`src/rtl/pipeline_pkg.sv`:
```
`default_nettype none
// ============================================================================
// Module : pipeline_pkg
// Purpose: Shared definitions for the pipeline hazard controller: memory
//          handshake FSM state encoding, forwarding-select codes, the
//          hard-wired zero register number and the forwarding helper.
// Ports  : none (package)
// Rev    : 1.0 - initial release
// ============================================================================
package pipeline_pkg;

  typedef enum logic [1:0] {
    ST_RUN      = 2'd0,
    ST_MEM_WAIT = 2'd1,
    ST_ERROR    = 2'd2
  } state_t;

  localparam logic [1:0] FWD_RF   = 2'b00;
  localparam logic [1:0] FWD_M    = 2'b10;
  localparam logic [1:0] FWD_W    = 2'b01;
  localparam logic [4:0] REG_ZERO = 5'd0;

  // M-stage result wins over W-stage result; register 0 is never forwarded.
  function automatic logic [1:0] fwd_sel(
    input logic [4:0] src,
    input logic       regwrite_m,
    input logic [4:0] writereg_m,
    input logic       regwrite_w,
    input logic [4:0] writereg_w
  );
    if (regwrite_m && (writereg_m != REG_ZERO) && (writereg_m == src))
      return FWD_M;
    else if (regwrite_w && (writereg_w != REG_ZERO) && (writereg_w == src))
      return FWD_W;
    else
      return FWD_RF;
  endfunction

endpackage
`default_nettype wire

```
`src/rtl/mem_wait_timer.sv`:
```
`default_nettype none
// ============================================================================
// Module : mem_wait_timer
// Purpose: Wait-state counter for the data-memory handshake. clear loads 1
//          (the first wait cycle), enable counts up, expired flags that the
//          count has reached TIMEOUT.
// Ports  : clk, reset (async, active-high), clear, enable -> expired
// Rev    : 1.0 - initial release
// ============================================================================
module mem_wait_timer
  import pipeline_pkg::*;
#(
  parameter int unsigned TIMEOUT = 255
) (
  input  logic clk,
  input  logic reset,
  input  logic clear,
  input  logic enable,
  output logic expired
);

  localparam logic [7:0] TIMEOUT_VAL = 8'(TIMEOUT);

  logic [7:0] count;

  always_ff @(posedge clk or posedge reset) begin
    if (reset)
      count <= 8'd0;
    else if (clear)
      count <= 8'd1;
    // Holding at TIMEOUT keeps the 8-bit count from wrapping.
    else if (enable && (count != TIMEOUT_VAL))
      count <= count + 8'd1;
  end

  assign expired = (count == TIMEOUT_VAL);

endmodule
`default_nettype wire

```
`src/rtl/pipeline_hazard_controller.sv`:
```
`default_nettype none
// ============================================================================
// Module : pipeline_hazard_controller
// Purpose: Stall/flush/forward sequencer for the 5-stage pipeline, plus the
//          M-stage data-memory request/ack handshake with timeout.
// Ports  : clk, reset (async, active-high)
//          rs_d/rt_d, rs_e/rt_e, writereg_e/m/w, regwrite_e/m/w, memtoreg_e,
//          memaccess_m, branch_taken_d, dmem_ack            (inputs)
//          dmem_req, stall_f/d/e/m, flush_d/e, fwd_a_e/fwd_b_e,
//          bus_error, stall_cycles                           (outputs)
// Rev    : 1.0 - initial release
// ============================================================================
module pipeline_hazard_controller
  import pipeline_pkg::*;
#(
  parameter int unsigned TIMEOUT = 255,
  parameter int unsigned CNT_W   = 32
) (
  input  logic             clk,
  input  logic             reset,
  input  logic [4:0]       rs_d,
  input  logic [4:0]       rt_d,
  input  logic [4:0]       rs_e,
  input  logic [4:0]       rt_e,
  input  logic [4:0]       writereg_e,
  input  logic [4:0]       writereg_m,
  input  logic [4:0]       writereg_w,
  input  logic             regwrite_e,
  input  logic             regwrite_m,
  input  logic             regwrite_w,
  input  logic             memtoreg_e,
  input  logic             memaccess_m,
  input  logic             branch_taken_d,
  input  logic             dmem_ack,
  output logic             dmem_req,
  output logic             stall_f,
  output logic             stall_d,
  output logic             stall_e,
  output logic             stall_m,
  output logic             flush_d,
  output logic             flush_e,
  output logic [1:0]       fwd_a_e,
  output logic [1:0]       fwd_b_e,
  output logic             bus_error,
  output logic [CNT_W-1:0] stall_cycles
);

  state_t state, state_next;
  logic   timer_clear, timer_en, timer_expired;
  logic   mem_stall, load_use;

  mem_wait_timer #(.TIMEOUT(TIMEOUT)) u_timer (
    .clk     (clk),
    .reset   (reset),
    .clear   (timer_clear),
    .enable  (timer_en),
    .expired (timer_expired)
  );

  assign fwd_a_e = fwd_sel(rs_e, regwrite_m, writereg_m, regwrite_w, writereg_w);
  assign fwd_b_e = fwd_sel(rt_e, regwrite_m, writereg_m, regwrite_w, writereg_w);

  assign load_use = memtoreg_e && regwrite_e && (writereg_e != REG_ZERO) &&
                    ((writereg_e == rs_d) || (writereg_e == rt_d));

  always_ff @(posedge clk or posedge reset) begin
    if (reset)
      state <= ST_RUN;
    else
      state <= state_next;
  end

  always_comb begin
    state_next  = state;
    timer_clear = 1'b0;
    timer_en    = 1'b0;
    mem_stall   = 1'b0;
    dmem_req    = 1'b0;
    bus_error   = 1'b0;
    stall_f     = 1'b0;
    stall_d     = 1'b0;
    stall_e     = 1'b0;
    stall_m     = 1'b0;
    flush_d     = 1'b0;
    flush_e     = 1'b0;

    case (state)
      ST_RUN: begin
        dmem_req = memaccess_m;
        // A same-cycle ack completes with zero wait states.
        if (memaccess_m && !dmem_ack) begin
          state_next  = ST_MEM_WAIT;
          timer_clear = 1'b1;
          mem_stall   = 1'b1;
        end
      end
      ST_MEM_WAIT: begin
        dmem_req = 1'b1;
        timer_en = 1'b1;
        // Ack wins over an expiring timer; the stall drops in the ack cycle.
        if (dmem_ack) begin
          state_next = ST_RUN;
        end else begin
          mem_stall = 1'b1;
          if (timer_expired)
            state_next = ST_ERROR;
        end
      end
      ST_ERROR: begin
        mem_stall = 1'b1;
        bus_error = 1'b1;
      end
      default: state_next = ST_RUN;
    endcase

    // A memory freeze holds every stage and suppresses bubbles; otherwise a
    // load-use hazard holds F/D and drops a bubble into E.
    if (mem_stall) begin
      stall_f = 1'b1;
      stall_d = 1'b1;
      stall_e = 1'b1;
      stall_m = 1'b1;
    end else if (load_use) begin
      stall_f = 1'b1;
      stall_d = 1'b1;
      flush_e = 1'b1;
    end

    // A branch seen while D is held is re-evaluated once D advances.
    flush_d = branch_taken_d && !stall_d;
  end

  always_ff @(posedge clk or posedge reset) begin
    if (reset)
      stall_cycles <= '0;
    else if (stall_f && (stall_cycles != {CNT_W{1'b1}}))
      stall_cycles <= stall_cycles + 1'b1;
  end

endmodule
`default_nettype wire

```
`config.mk`:
```
export PLATFORM = sky130hd
export DESIGN_NAME = pipeline_hazard_controller
export DESIGN_NICKNAME = d
export VERILOG_FILES = /design/src/rtl/pipeline_pkg.sv /design/src/rtl/mem_wait_timer.sv /design/src/rtl/pipeline_hazard_controller.sv
export SDC_FILE = /design/constraint.sdc
export NUM_CORES = 1
export LEC_CHECK = 0
export CORE_ASPECT_RATIO = 1.2
export CORE_MARGIN = 3
export CORE_UTILIZATION = 39
export DETAILED_ROUTE_END_ITERATION = 10
export DONT_BUFFER_PORTS = 1
export GPL_TIMING_DRIVEN = 0
export SLEW_MARGIN = 20
export SYNTH_ARGS = -nofsm -noshare
export SYNTH_HDL_FRONTEND = slang
export SYNTH_SLANG_ARGS = --single-unit
```
`constraint.sdc`:
```
create_clock -name clk -period 1.9 [get_ports clk]
set_input_delay 0.38 -clock clk [delete_from_list [all_inputs] [get_ports clk]]
set_output_delay 0.38 -clock clk [all_outputs]
set_load 0.01 [all_outputs]
```
Word-level counts from Yosys, hierarchy flattened
Index checks and enable logic that the tools add are counted.

Register bits after elaboration: 42.

Add/subtract/negate cells: 2. Equal/unequal tests: 13. Mux-type cells: 21. Bitwise logic cells: 1. Reduce and logical (&&, ||, !) cells: 22.

Operators by type and width (count): $add 32x1->32 const B (1); $ne 32x32->1 const B (1); $eq 5x5->1 (6); $mux 8 (2); $reduce_bool 5->1 (3); $logic_and 1x1->1 (13); $mux 1 (11); $mux 2 (5); $add 8x1->8 const B (1); $eq 8x8->1 const B (1); $ne 8x8->1 const B (1); $pmux 2 s3 (1); $ne 3x3->1 const B (1); $pmux 1 s3 (1); $reduce_and 3->1 (1); $eq 2x1->1 const B (1); $eq 2x2->1 const B (1); $logic_not 1->1 (2); $logic_not 2->1 (1); $ne 2x2->1 const B (1); $pmux 1 s2 (1); $reduce_bool 2->1 (1); $logic_or 1x1->1 (1); $not 1->1 (1).

Depth between registers and ports, before layout
Word-level depth: 7. Gate-level depth with buffers: 7. Gate-level depth less buffers: 6.

Hierarchy
A second synthesis with hierarchy kept.

Cell total of the unflattened synthesis: 269. Area total of the unflattened synthesis: 2692.6 sq um.

By module, submodules not included: pipeline_hazard_controller (instances 1, cells an instance 221, area each 2205.9 sq um); mem_wait_timer (instances 1, cells an instance 48, area each 486.7 sq um).

Least setup slack after synthesis
No wires, ideal clock.

Path type: input to register. Start: input writereg_e[0]. End: register stall_cycles[1]. Setup time: 0.128 ns. Data arrival time: 1.967 ns. Required time: 1.772 ns. Slack: -0.195 ns. Stages: 6. Path buffers: 1. Path through: or3_1 > o311a_2 > or2_1 > o211ai_2 > buf_4 > mux2_1.

Cells in the longest elaborated chain, start to end: 6.

Ends and longest elaborated chain: start: declaration (line pipeline_hazard_controller.sv:25) `input logic [4:0] writereg_e,`; $eq 5x5->1 or $reduce_bool 5->1 (tied branches) (line pipeline_hazard_controller.sv:64, pipeline_hazard_controller.sv:63); $logic_or 1x1->1 or $logic_and 1x1->1 (tied branches) (line pipeline_hazard_controller.sv:64, pipeline_hazard_controller.sv:63); $logic_and 1x1->1 (*) (line pipeline_hazard_controller.sv:63) `assign load_use = memtoreg_e && regwrite_e && (writereg_e != REG_ZERO) &&`; $mux 1 (*) (line pipeline_hazard_controller.sv:123) `end else if (load_use) begin`; $mux 1 (*) (line pipeline_hazard_controller.sv:118) `if (mem_stall) begin`; $logic_and 1x1->1 (*) (line pipeline_hazard_controller.sv:136) `else if (stall_f && (stall_cycles != {CNT_W{1'b1}}))`; end signal: assignment (line pipeline_hazard_controller.sv:137) `stall_cycles <= stall_cycles + 1'b1;`; end: declaration (line pipeline_hazard_controller.sv:45) `output logic [CNT_W-1:0] stall_cycles`.

Mark *: on every way between the ends. The rest lies on a longest branch, timed or not. A chain may end at the register's enable or synchronous reset.

Worst setup path in the final report
Start: register stall_cycles[29]. End: register stall_cycles[1].

Cells in the longest elaborated chain, start to end: 2.

Ends and longest elaborated chain (line): $ne 32x32->1 (pipeline_hazard_controller.sv:136); $logic_and 1x1->1 (pipeline_hazard_controller.sv:136).

No other way between the ends.

==> metrics.cfg <==
[clock_tree]
cts_tree = built
htreeDepth = 2
clkSinkCount = 42
clockBufferDepth = 2
root_buffer = clkbuf_8
insertion_delay_ns = 0.29
clk_pin_slew_ns = 0.08
cts_buffers = 5

[placement]
gp_congestion = 0.745
port-buffer-count = 0
dp_hpwl_microns = 4350
placed_area_sq_um = 2740

[finish]
diodes = 0
postLayoutCellArea_sq_um = 3250
layout-drive-gt1-share = 0.362
area_growth_syn_to_layout_pct = 27.5
seqCellArea_sq_um = 1080
fillers = 562
nets = 327
multi_input_area_sq_um = 1730

[worst_setup_path]
crit_path_max_fanout = 7
path_class = flip-flop to flip-flop
crit_required_ns = 2.08
cp.arrival_ns = 2.16
start_kind = flip-flop
cp-end-kind = flip-flop

[routing]
num_vias = 2010
first_pass_iters = 4
viasPerCell = 5.52
ant_nets = 0
drtIter0Drc = 85
finalWirelength_microns = 6200
wl_per_cell_microns = 17.0
drc = 0

[floorplan]
core_area_sq_um = 6170
start_util = 0.413
die_area_sq_um = 7540
die_h_microns = 94.5
io_pins = 88
rows = 31
die_width_microns = 79.8

[synthesis]
ys_ff_latch = 42
synth.distinct_cells = 44
syn_area_sq_um = 2550
synth_top_area_cell = dfrtp_1
avgSynthCellArea_sq_um = 9.87
async_reset_ff_frac = 1.00
synth_edf_count = 0
synth_flop_cell = dfrtp_1
netlist_instances = 258
synth_area_leaders = dfrtp_1, xor2_1, xnor2_1
synth_seq_area_share = 0.413
synth.yosys.warnings = 0
synth_fp_nets = 304
yosysTopAreaCellShare = 0.413

[timing]
layout_min_cycle_time_ns = 1.98
maxSlewViolCount = 0
tightest_slew_ns = 0.610
worst_slew_margin_rel = 0.590
setup-violations-final = 24
hold_viol = 0
rsz0062_at_grt = true
setup_ws_ns = -0.0819
fin_crit_sh = 1.04
max_freq_mhz = 505
skew_ns = 0.00671

[global_route]
grt_max_degree = 27
overflow = 0
grt_pass1_wl_microns = 9850
antenna_found_initial = 0
grt_pass1_vias = 2081
grt_usage = 0.162

[power]
switching_share = 0.308
combPwrFrac = 0.204
p_per_area_nw_per_um2 = 729
power_switching_uw = 730
power_frac_clock = 0.293
power_frac_seq = 0.503
cellLeakagePower_uw = 0.00136
p_total_uw = 2370
intPower_uw = 1640
max-vdd-ir-drop_v = 0.000345

[min_path]
hp-class = input pin to flip-flop

[status]
status = finished with violations
violations = negative setup slack

[run]
drv_cap = 0

[final timing paths]
path | slack, ns | startpoint | cells after the start | end
min reg2reg | 0.53 | stall_cycles[14] | 1 | stall_cycles[14]
max reg2reg | -0.08 | stall_cycles[29] | 6 | stall_cycles[1]
max | -0.08 | stall_cycles[29] | 6 | stall_cycles[1]
min | 0.17 | dmem_ack | 1 | state[1]
max in group asynchronous | 0.88 | reset | 3 | stall_cycles[27]
min in group asynchronous | 0.53 | reset | 2 | u_timer.count[0]
[synthesized netlist by cell type, types with 2 or more instances]
cell      count
or4_1         4
nand3_1      17
nand2b_1      3
and2_1        3
inv_1         9
and3_1        3
nor4_1        7
nor4_2        3
nor4b_1       2
xor2_1       45
nand2_1      18
nand4_1      10
nor3_1       17
buf_4         4
ha_1          2
nor2_1       20
xnor2_1      21
o21ai_0       3
dfrtp_1      42
[flip-flops by register name (all words and copies together), names as in the netlist]
register	flops
state	2
u_timer.count	8
stall_cycles	32
[logic make-up after synthesis]
logic type,share of synthesized area
DFF,0.413
muxes,0.0128
adders and majority gates,0.00982
AOI/OAI and AO/OA,0.0403
xor gates and xnor gates,0.227
and+or+nand+nor,0.268
buffers and inverters,0.0295
[power groups by stage]
| stage | registers, uW | clock network [uW] | logic [uW] |
|---|---|---|---|
| after floorplan | 1140 | 0 | 318 |
| after global placement | 1190 | 0 | 369 |
| after detailed placement | 1190 | 0 | 381 |
| after CTS | 1190 | 721 | 478 |
| after global routing | 1210 | 754 | 544 |
| final | 1190 | 693 | 484 |
[layout make-up]
| cell class | instances | share of cell area |
|---|---|---|
| multi-input cells | 202 | 0.532 |
| flip-flops and latches | 42 | 0.332 |
| repair buffers | 17 | 0.0482 |
| well taps | 82 | 0.0316 |
| clock buffers | 5 | 0.0212 |
| plain buffers | 4 | 0.0127 |
| clock inverters | 3 | 0.0123 |
| inverters | 9 | 0.0104 |
[layer usage]
| layer | track usage | wire length (microns) | up-vias |
|---|---|---|---|
| li1 | - | - | 948 |
| met1 | 0.182 | 2280 | 990 |
| met2 | 0.286 | 3370 | 61 |
| met3 | 0.0611 | 453 | 11 |
| met4 | 0.0465 | 101 | 0 |
| met5 | 0 | 0 | - |
[cells in the final DEF (no fill, tap or decap), types with 3 or more instances in the layout]
cell      synthesis  final
buf_6             1      4
dfrtp_1          42     21
nor4_4            0      6
buf_4             4     13
nand2b_1          3      3
xor2_1           45     45
inv_1             9      7
and3_1            3      3
xnor2_1          21     21
nor4_2            3      3
nor3_1           17      3
or4_4             1      3
nand4_1          10     10
nand3_1          17     15
nor3_2            0     13
dfrtp_2           0     21
clkbuf_8          0      5
nand2_1          18     17
nor2_1           20     18
[what timing repair did]
item                                   CTS  global route
setup endpoints to repair               42            36
gates resized for setup                 49            17
endpoints found under the hold margin   16             0
pin swaps                               15            14
cloned                                   1             0
buffers inserted                         9             4
hold buffers                             1             0
[critical path, cell delays in order (launching register included)]
cell,delay (ns)
dfrtp_1,0.47
and4_2,0.27
nand3_1,0.17
nand4b_1,0.28
o211ai_4,0.19
buf_6,0.19
mux2_4,0.30
[metrics by stage]
step / setup slack [ns] / hold slack [ns] / TNS, ns / util / instances
5_1_grt: -0.172 / 0.152 / -3.83 / 0.526 / 364
2_1_floorplan: -0.145 / 0.476 / -1.03 / - / 258
3_5_place_dp: -0.424 / 0.283 / -9.56 / 0.445 / 342
4_1_cts: -0.0703 / 0.158 / -0.372 / 0.508 / 360
6_report: -0.0819 / 0.168 / -0.653 / 0.526 / 364
3_3_place_gp: -0.438 / 0.481 / -11.12 / 0.440 / 340
No activity file was read; power rests on OpenSTA's default activity.
